**src/rtl/three_split_pkg.sv**
```systemverilog
`default_nettype none
// ============================================================================
// Module      : three_split_pkg
// Description : Shared constants and round-robin pointer helpers for the
//               one-to-three stream distributor.
// Revision    : 1.0 - initial release
// ============================================================================
package three_split_pkg;

   localparam int NCH   = 3;
   localparam int PTR_W = 2;

   // Pointer value 3 cannot be reached; if it ever appears, scan from channel 0.
   function automatic logic [PTR_W-1:0] rr_norm(input logic [PTR_W-1:0] x);
      return (x == 2'd3) ? 2'd0 : x;
   endfunction

   function automatic logic [PTR_W-1:0] rr_next(input logic [PTR_W-1:0] x);
      return (x >= 2'd2) ? 2'd0 : x + 2'd1;
   endfunction

endpackage : three_split_pkg
`default_nettype wire

```
**src/rtl/three_split_pick.sv**
```systemverilog
`default_nettype none
// ============================================================================
// Module      : three_split_pick
// Description : Combinational round-robin first-free selector over three slots.
// Revision    : 1.0 - initial release
// ============================================================================
module three_split_pick
   import three_split_pkg::*;
(
   input  logic [NCH-1:0]   i_slot_v,
   input  logic [PTR_W-1:0] i_ptr,
   output logic [PTR_W-1:0] o_c,
   output logic             o_any_free
);

   logic [PTR_W-1:0] w_p0;
   logic [PTR_W-1:0] w_p1;
   logic [PTR_W-1:0] w_p2;

   assign w_p0 = rr_norm(i_ptr);
   assign w_p1 = rr_next(w_p0);
   assign w_p2 = rr_next(w_p1);

   assign o_any_free = ~(&i_slot_v);

   // o_c is only meaningful when o_any_free is set.
   always_comb begin
      o_c = w_p0;
      if (!i_slot_v[w_p0]) begin
         o_c = w_p0;
      end else if (!i_slot_v[w_p1]) begin
         o_c = w_p1;
      end else if (!i_slot_v[w_p2]) begin
         o_c = w_p2;
      end
   end

endmodule : three_split_pick
`default_nettype wire

```
**src/rtl/three_split.sv**
```systemverilog
`default_nettype none
// ============================================================================
// Module      : three_split
// Description : One-to-three valid/ready distributor, round-robin over free
//               channels, with one registered holding slot per channel.
// Revision    : 1.0 - initial release
// ============================================================================
module three_split
   import three_split_pkg::*;
#(
   parameter int WIDTH     = 8,
   parameter int CNT_WIDTH = 8
) (
   input  logic                   clk,
   input  logic                   rst,
   input  logic [WIDTH-1:0]       in_data,
   input  logic                   in_valid,
   output logic                   in_ready,
   output logic [NCH*WIDTH-1:0]   out_data,
   output logic [NCH-1:0]         out_valid,
   input  logic [NCH-1:0]         out_ready,
   output logic [CNT_WIDTH-1:0]   acc_cnt
);

   logic [NCH-1:0]       r_slot_v;
   logic [WIDTH-1:0]     r_slot_d [NCH];
   logic [PTR_W-1:0]     r_ptr;
   logic [CNT_WIDTH-1:0] r_acc_cnt;

   logic [PTR_W-1:0]     w_c;
   logic                 w_any_free;
   logic                 w_accept;

   three_split_pick u_pick (
      .i_slot_v   (r_slot_v),
      .i_ptr      (r_ptr),
      .o_c        (w_c),
      .o_any_free (w_any_free)
   );

   assign in_ready = w_any_free;
   assign w_accept = in_valid & w_any_free;

   // Selection sees start-of-cycle occupancy, so a slot draining now is never
   // the one being filled; drain and fill always target different slots.
   always_ff @(posedge clk) begin
      if (rst) begin
         r_slot_v  <= '0;
         r_ptr     <= '0;
         r_acc_cnt <= '0;
         for (int i = 0; i < NCH; i++) begin
            r_slot_d[i] <= '0;
         end
      end else begin
         for (int i = 0; i < NCH; i++) begin
            if (r_slot_v[i] && out_ready[i]) begin
               r_slot_v[i] <= 1'b0;
            end
         end
         if (w_accept) begin
            r_slot_v[w_c] <= 1'b1;
            r_slot_d[w_c] <= in_data;
            r_ptr         <= rr_next(w_c);
            r_acc_cnt     <= r_acc_cnt + CNT_WIDTH'(1);
         end
      end
   end

   assign out_valid = r_slot_v;
   assign acc_cnt   = r_acc_cnt;

   for (genvar g = 0; g < NCH; g++) begin : g_out
      assign out_data[g*WIDTH +: WIDTH] = r_slot_d[g];
   end

endmodule : three_split
`default_nettype wire

```
**config.mk**
```make
export PLATFORM = sky130hd
export DESIGN_NAME = three_split
export DESIGN_NICKNAME = d
export VERILOG_FILES = /design/src/rtl/three_split_pkg.sv /design/src/rtl/three_split_pick.sv /design/src/rtl/three_split.sv
export SDC_FILE = /design/constraint.sdc
export NUM_CORES = 1
export LEC_CHECK = 0
export BUFFER_PORTS_ARGS = -buffer_cell sky130_fd_sc_hd__clkbuf_2
export CAP_MARGIN = 30
export CORE_MARGIN = 3
export CORE_UTILIZATION = 53
export DETAILED_ROUTE_END_ITERATION = 12
export GPL_ROUTABILITY_DRIVEN = 0
export GPL_TIMING_DRIVEN = 0
export PLACE_DENSITY_LB_ADDON = 0.1
export SLEW_MARGIN = 25
export SYNTH_ARGS = -nofsm -noshare
export SYNTH_HDL_FRONTEND = slang
export SYNTH_HIERARCHICAL = 1
export SYNTH_SLANG_ARGS = --single-unit
```
**constraint.sdc**
```tcl
create_clock -name clk -period 6.5 [get_ports clk]
set_input_delay 1.3 -clock clk [delete_from_list [all_inputs] [get_ports clk]]
set_output_delay 1.3 -clock clk [all_outputs]
set_load 0.02 [all_outputs]
```
* Word-level counts from Yosys, hierarchy flattened
Memory sizes are Yosys's and may differ from the RTL's.
Index checks and enable logic that the tools add are counted.
** Cells by class
- Add/sub/neg operators :: 4
- Magnitude comparators :: 8
- Eq/ne operators :: 1
- Muxes and demuxes :: 30
- Bitwise operators :: 3
- Reduce and logical (&&, ||, !) cells :: 6
** Operators by type and width (number)
- two-way mux 1 bit :: 16
- two-way mux 2 bit :: 8
- less-than comparator 2 x 3 -> 1 bit, second input constant :: 4
- adder 8 x 1 -> 8 bit, second input constant :: 1
- two-way mux 8 bit :: 1
- OR reduction 8 bit :: 1
- adder 2 x 1 -> 2 bit, second input constant :: 3
- binary-select mux 1 bit (select 2 bit) :: 3
- >= comparator 2 bit, second input constant :: 3
- logical AND 1 bit :: 4
- two-way mux 3 bit :: 1
- OR 3 bit :: 1
- AND reduction 3 bit :: 1
- demux 1 bit (select 2 bit) :: 1
- == test 2 bit, second input constant :: 1
- >= comparator 2 x 1 -> 1 bit, second input constant :: 1
- AND 1 bit :: 1
- NOT 1 bit :: 1
** Word-level totals
- Register bits after elaboration :: 13
- RAM bits :: 24
- Bits of input ports :: 14
- Output and inout bits :: 36
- Logic and storage cells :: 56
- Memories kept :: 1
** Memories
- r_slot_d :: words 3, width 8, rd ports 3, clocked after Yosys merged registers in 0, write ports 3, RTL line three_split.sv:26 : logic [WIDTH-1:0] r_slot_d [NCH];

* Depth between registers and ports, before layout
- Word-level depth :: 17
- Depth in mapped cells :: 8
- Mapped depth without buffers :: 8

* Cells and area by module
Netlist, hierarchy kept.
** By module, submodules not included
- three_split :: times used 1, cells an instance 112, area each 1455.1 sq um, sequential area each 980.9 sq um
- three_split_pick :: times used 1, cells an instance 17, area each 120.1 sq um, sequential area each 0.0 sq um

* Worst setup path after synthesis
OpenSTA, ideal clock, no wires.
- Path type :: input-to-reg
- Start :: input rst
- End :: memory r_slot_d[1][0] (enable)
- Setup time :: 375 ps
- Arrival time :: 2199 ps
- Data required time :: 6125 ps
- Setup slack :: 3926 ps
- Stages :: 3
- Buffers on the path :: 2
- Path through :: clkbuf_1 > clkbuf_1 > o21bai_1
** RTL lines
- start, declared :: RTL line three_split.sv:15 : input logic rst,
- end, declared :: RTL line three_split.sv:26

==> metrics.cfg <==
[outcome]
status=completed

[routing]
drc=0
detail_route.vias_per_cell=5.27
dr_total_vias=1138
drt_pre_antenna_iters=4
drtIter0Drc=22
wl_mm=3.05
final_antenna_net_count=0
wl_per_cell_um=14.1

[clocking]
cts_sinks=37
clkSlewWorstSetupHoldPaths_ns=0.11
cts_made_buffers=5
postCtsSetupRepairBufs=0
cts-root-buf=clkbuf_4
clock_path_buffers=2
holdBufCountCts=0
cts_tree=done
clock_latency_ns=0.34
h-tree-depth=2
ctsResizeCount=0

[cells_and_area]
final_nets=201
area_growth_pct=21.2
multiInputGateArea_um2=568
drive_gt1_share_pct=36.8
n_fill_cell=217
antenna_cells=0
fin_cells=216
regArea_um2=981

[sta]
slew_violations=0
hold_viol_final=0
fin_skew_ns=0.00967
worst_pin_slew_ns=0.751
tns_ns=0
min_period_over_period_pct=40.3
rsz0062_at_grt=no
setup_viol=0
fmaxAchievable_mhz=382
slew_headroom_pct=49.9
fin_crit_ns=2.62

[synth]
yosys-top-cells-area=edfxtp_1 46%, dfxtp_1 17%, and2_1 9.5%
async_reset_ff_share_pct=0
synth_cell_types=31
ys_ff_latch=37
syn_nets=146
yosysSeqAreaShare_pct=62.3
syn_avg_cell_area_um2=12.2
netlist_instances=129
ys.flop_type=edfxtp_1
syn_area_um2=1580
synth_top_area_cell=edfxtp_1
synth_edf_count=24
synth_common_cells=24 x and2_1, 24 x edfxtp_1, 13 x dfxtp_1, 8 x a21oi_1, 7 x nand2_1
synth_top_area_share_pct=45.8
yosys_warnings=6

[place]
post-place-cells=208
post-dp-hpwl_mm=2.30
place.port_buffers=48

[worst_setup_path]
crit_fanout=10
required_ns=6.54
critical_path_class=reg -> reg
cp-end-kind=flip-flop
cp.arrival_ns=2.66
worstSetupStartpointType=flip-flop

[hold_path]
min_path_type=reg -> reg

[power]
p_int_mw=0.459
netSwitchingPower_mw=0.271
pwr-share-seq_pct=47.1
vdd_drop_max_uv=188
p_per_area_nw_per_um2=382
p_leak_nw=0.814
swShare_pct=37.1
p_comb_share_pct=36.9
pwr-share-clk_pct=16.0

[floorplan]
die_y_um=60.5
fp.coreArea_um2=2810
rows=19
die_area_um2=3660
die_w_um=60.5
ios=50
start_util_pct=56.2

[global_route]
grt_pass1_vias=1068
grt_overflow=0
antenna_found_initial=0
grt_pass1_wl_mm=4.77
grt_max_degree=13
track_usage_pct=18.3

[flow_run]
max_cap_violations=0

[critical path, cell delays in order (launching register included)]
cell and delay, ns:
dfxtp_1 0.38, inv_1 0.06, ha_1 0.36, o21ai_2 0.18, o221a_1 0.23, o22ai_2 0.12, nor4_1 0.37, clkbuf_1 0.34
or2_2 0.29
[registers in the layout, indices dropped and copies added (netlist names)]
signal     cells
acc_cnt        8
out_valid      3
r_ptr          2
r_slot_d      24
[path summary, 6_finish.rpt]
kind | from | endpoint | slack [ns] | cells after the start
max | r_ptr[0] | r_slot_d[0][5] | 3.88 | 8
min | acc_cnt[7] | acc_cnt[7] | 0.50 | 2
max reg2reg | r_ptr[0] | r_slot_d[0][5] | 3.88 | 8
min reg2reg | acc_cnt[7] | acc_cnt[7] | 0.50 | 2
[layout make-up]
cell class | instances | area share (%)
clock inverter | 3 | 0.917
inverter | 4 | 0.786
buffer | 3 | 0.590
tap | 31 | 2.03
sequential | 37 | 51.4
clock buffer | 5 | 1.97
multi-input combinational | 85 | 29.8
timing repair buffer | 48 | 12.6
[layout by cell type, fill, tap and decap left out, types with 2 or more instances in the layout]
| cell type | instances |
|---|---|
| clkbuf_2 | 48 |
| and2_1 | 24 |
| edfxtp_1 | 24 |
| dfxtp_1 | 13 |
| a21oi_1 | 8 |
| nand2_1 | 7 |
| or2_2 | 5 |
| nand3_1 | 5 |
| clkbuf_4 | 5 |
| o21ai_0 | 4 |
| inv_1 | 4 |
| clkbuf_1 | 3 |
| nor3b_1 | 3 |
| ha_1 | 3 |
| or3_2 | 2 |
| xor2_1 | 2 |
| nor2_1 | 2 |
| a21o_1 | 2 |
| nand4_1 | 2 |
| o31ai_1 | 2 |
| or4_1 | 2 |
| clkinv_2 | 2 |
[routing by layer]
metal	track usage (%)	share of wire, %	vias to the layer above
li1	-	-	574
met1	20.9	42	511
met2	30.6	48	42
met3	5.96	6.4	11
met4	9.91	3.5	0
met5	0	0	-
[logic make-up after synthesis]
logic type | after synthesis | synth area share [%]
simple gates | 57 | 22.7
flops | 37 | 62.3
compound gates | 23 | 9.85
buf+inv | 7 | 1.67
fa+ha+maj | 3 | 2.38
xor+xnor | 2 | 1.11
[power groups by stage]
| stage | Clock (mW) | Combinational (mW) | Sequential, mW |
|---|---|---|---|
| floorplan | 0 | 0.133 | 0.408 |
| global placement | 0 | 0.261 | 0.347 |
| detailed placement | 0 | 0.269 | 0.350 |
| CTS | 0.120 | 0.271 | 0.344 |
| global route | 0.129 | 0.295 | 0.351 |
| finish | 0.117 | 0.269 | 0.343 |
[through the flow]
step	total power [mW]	instance area, um2	util [%]	setup slack, ns	hold WS, ns
floorplan	0.541	1580	-	3.93	0.453
global placement	0.608	1850	66.1	3.64	0.461
detailed placement	0.618	1850	66.1	3.60	0.485
CTS	0.735	1910	68.1	3.89	0.500
global route	0.775	1910	68.1	3.72	0.534
finish	0.730	1910	68.1	3.88	0.500
Note: power is estimated with default switching activity, not from simulation.
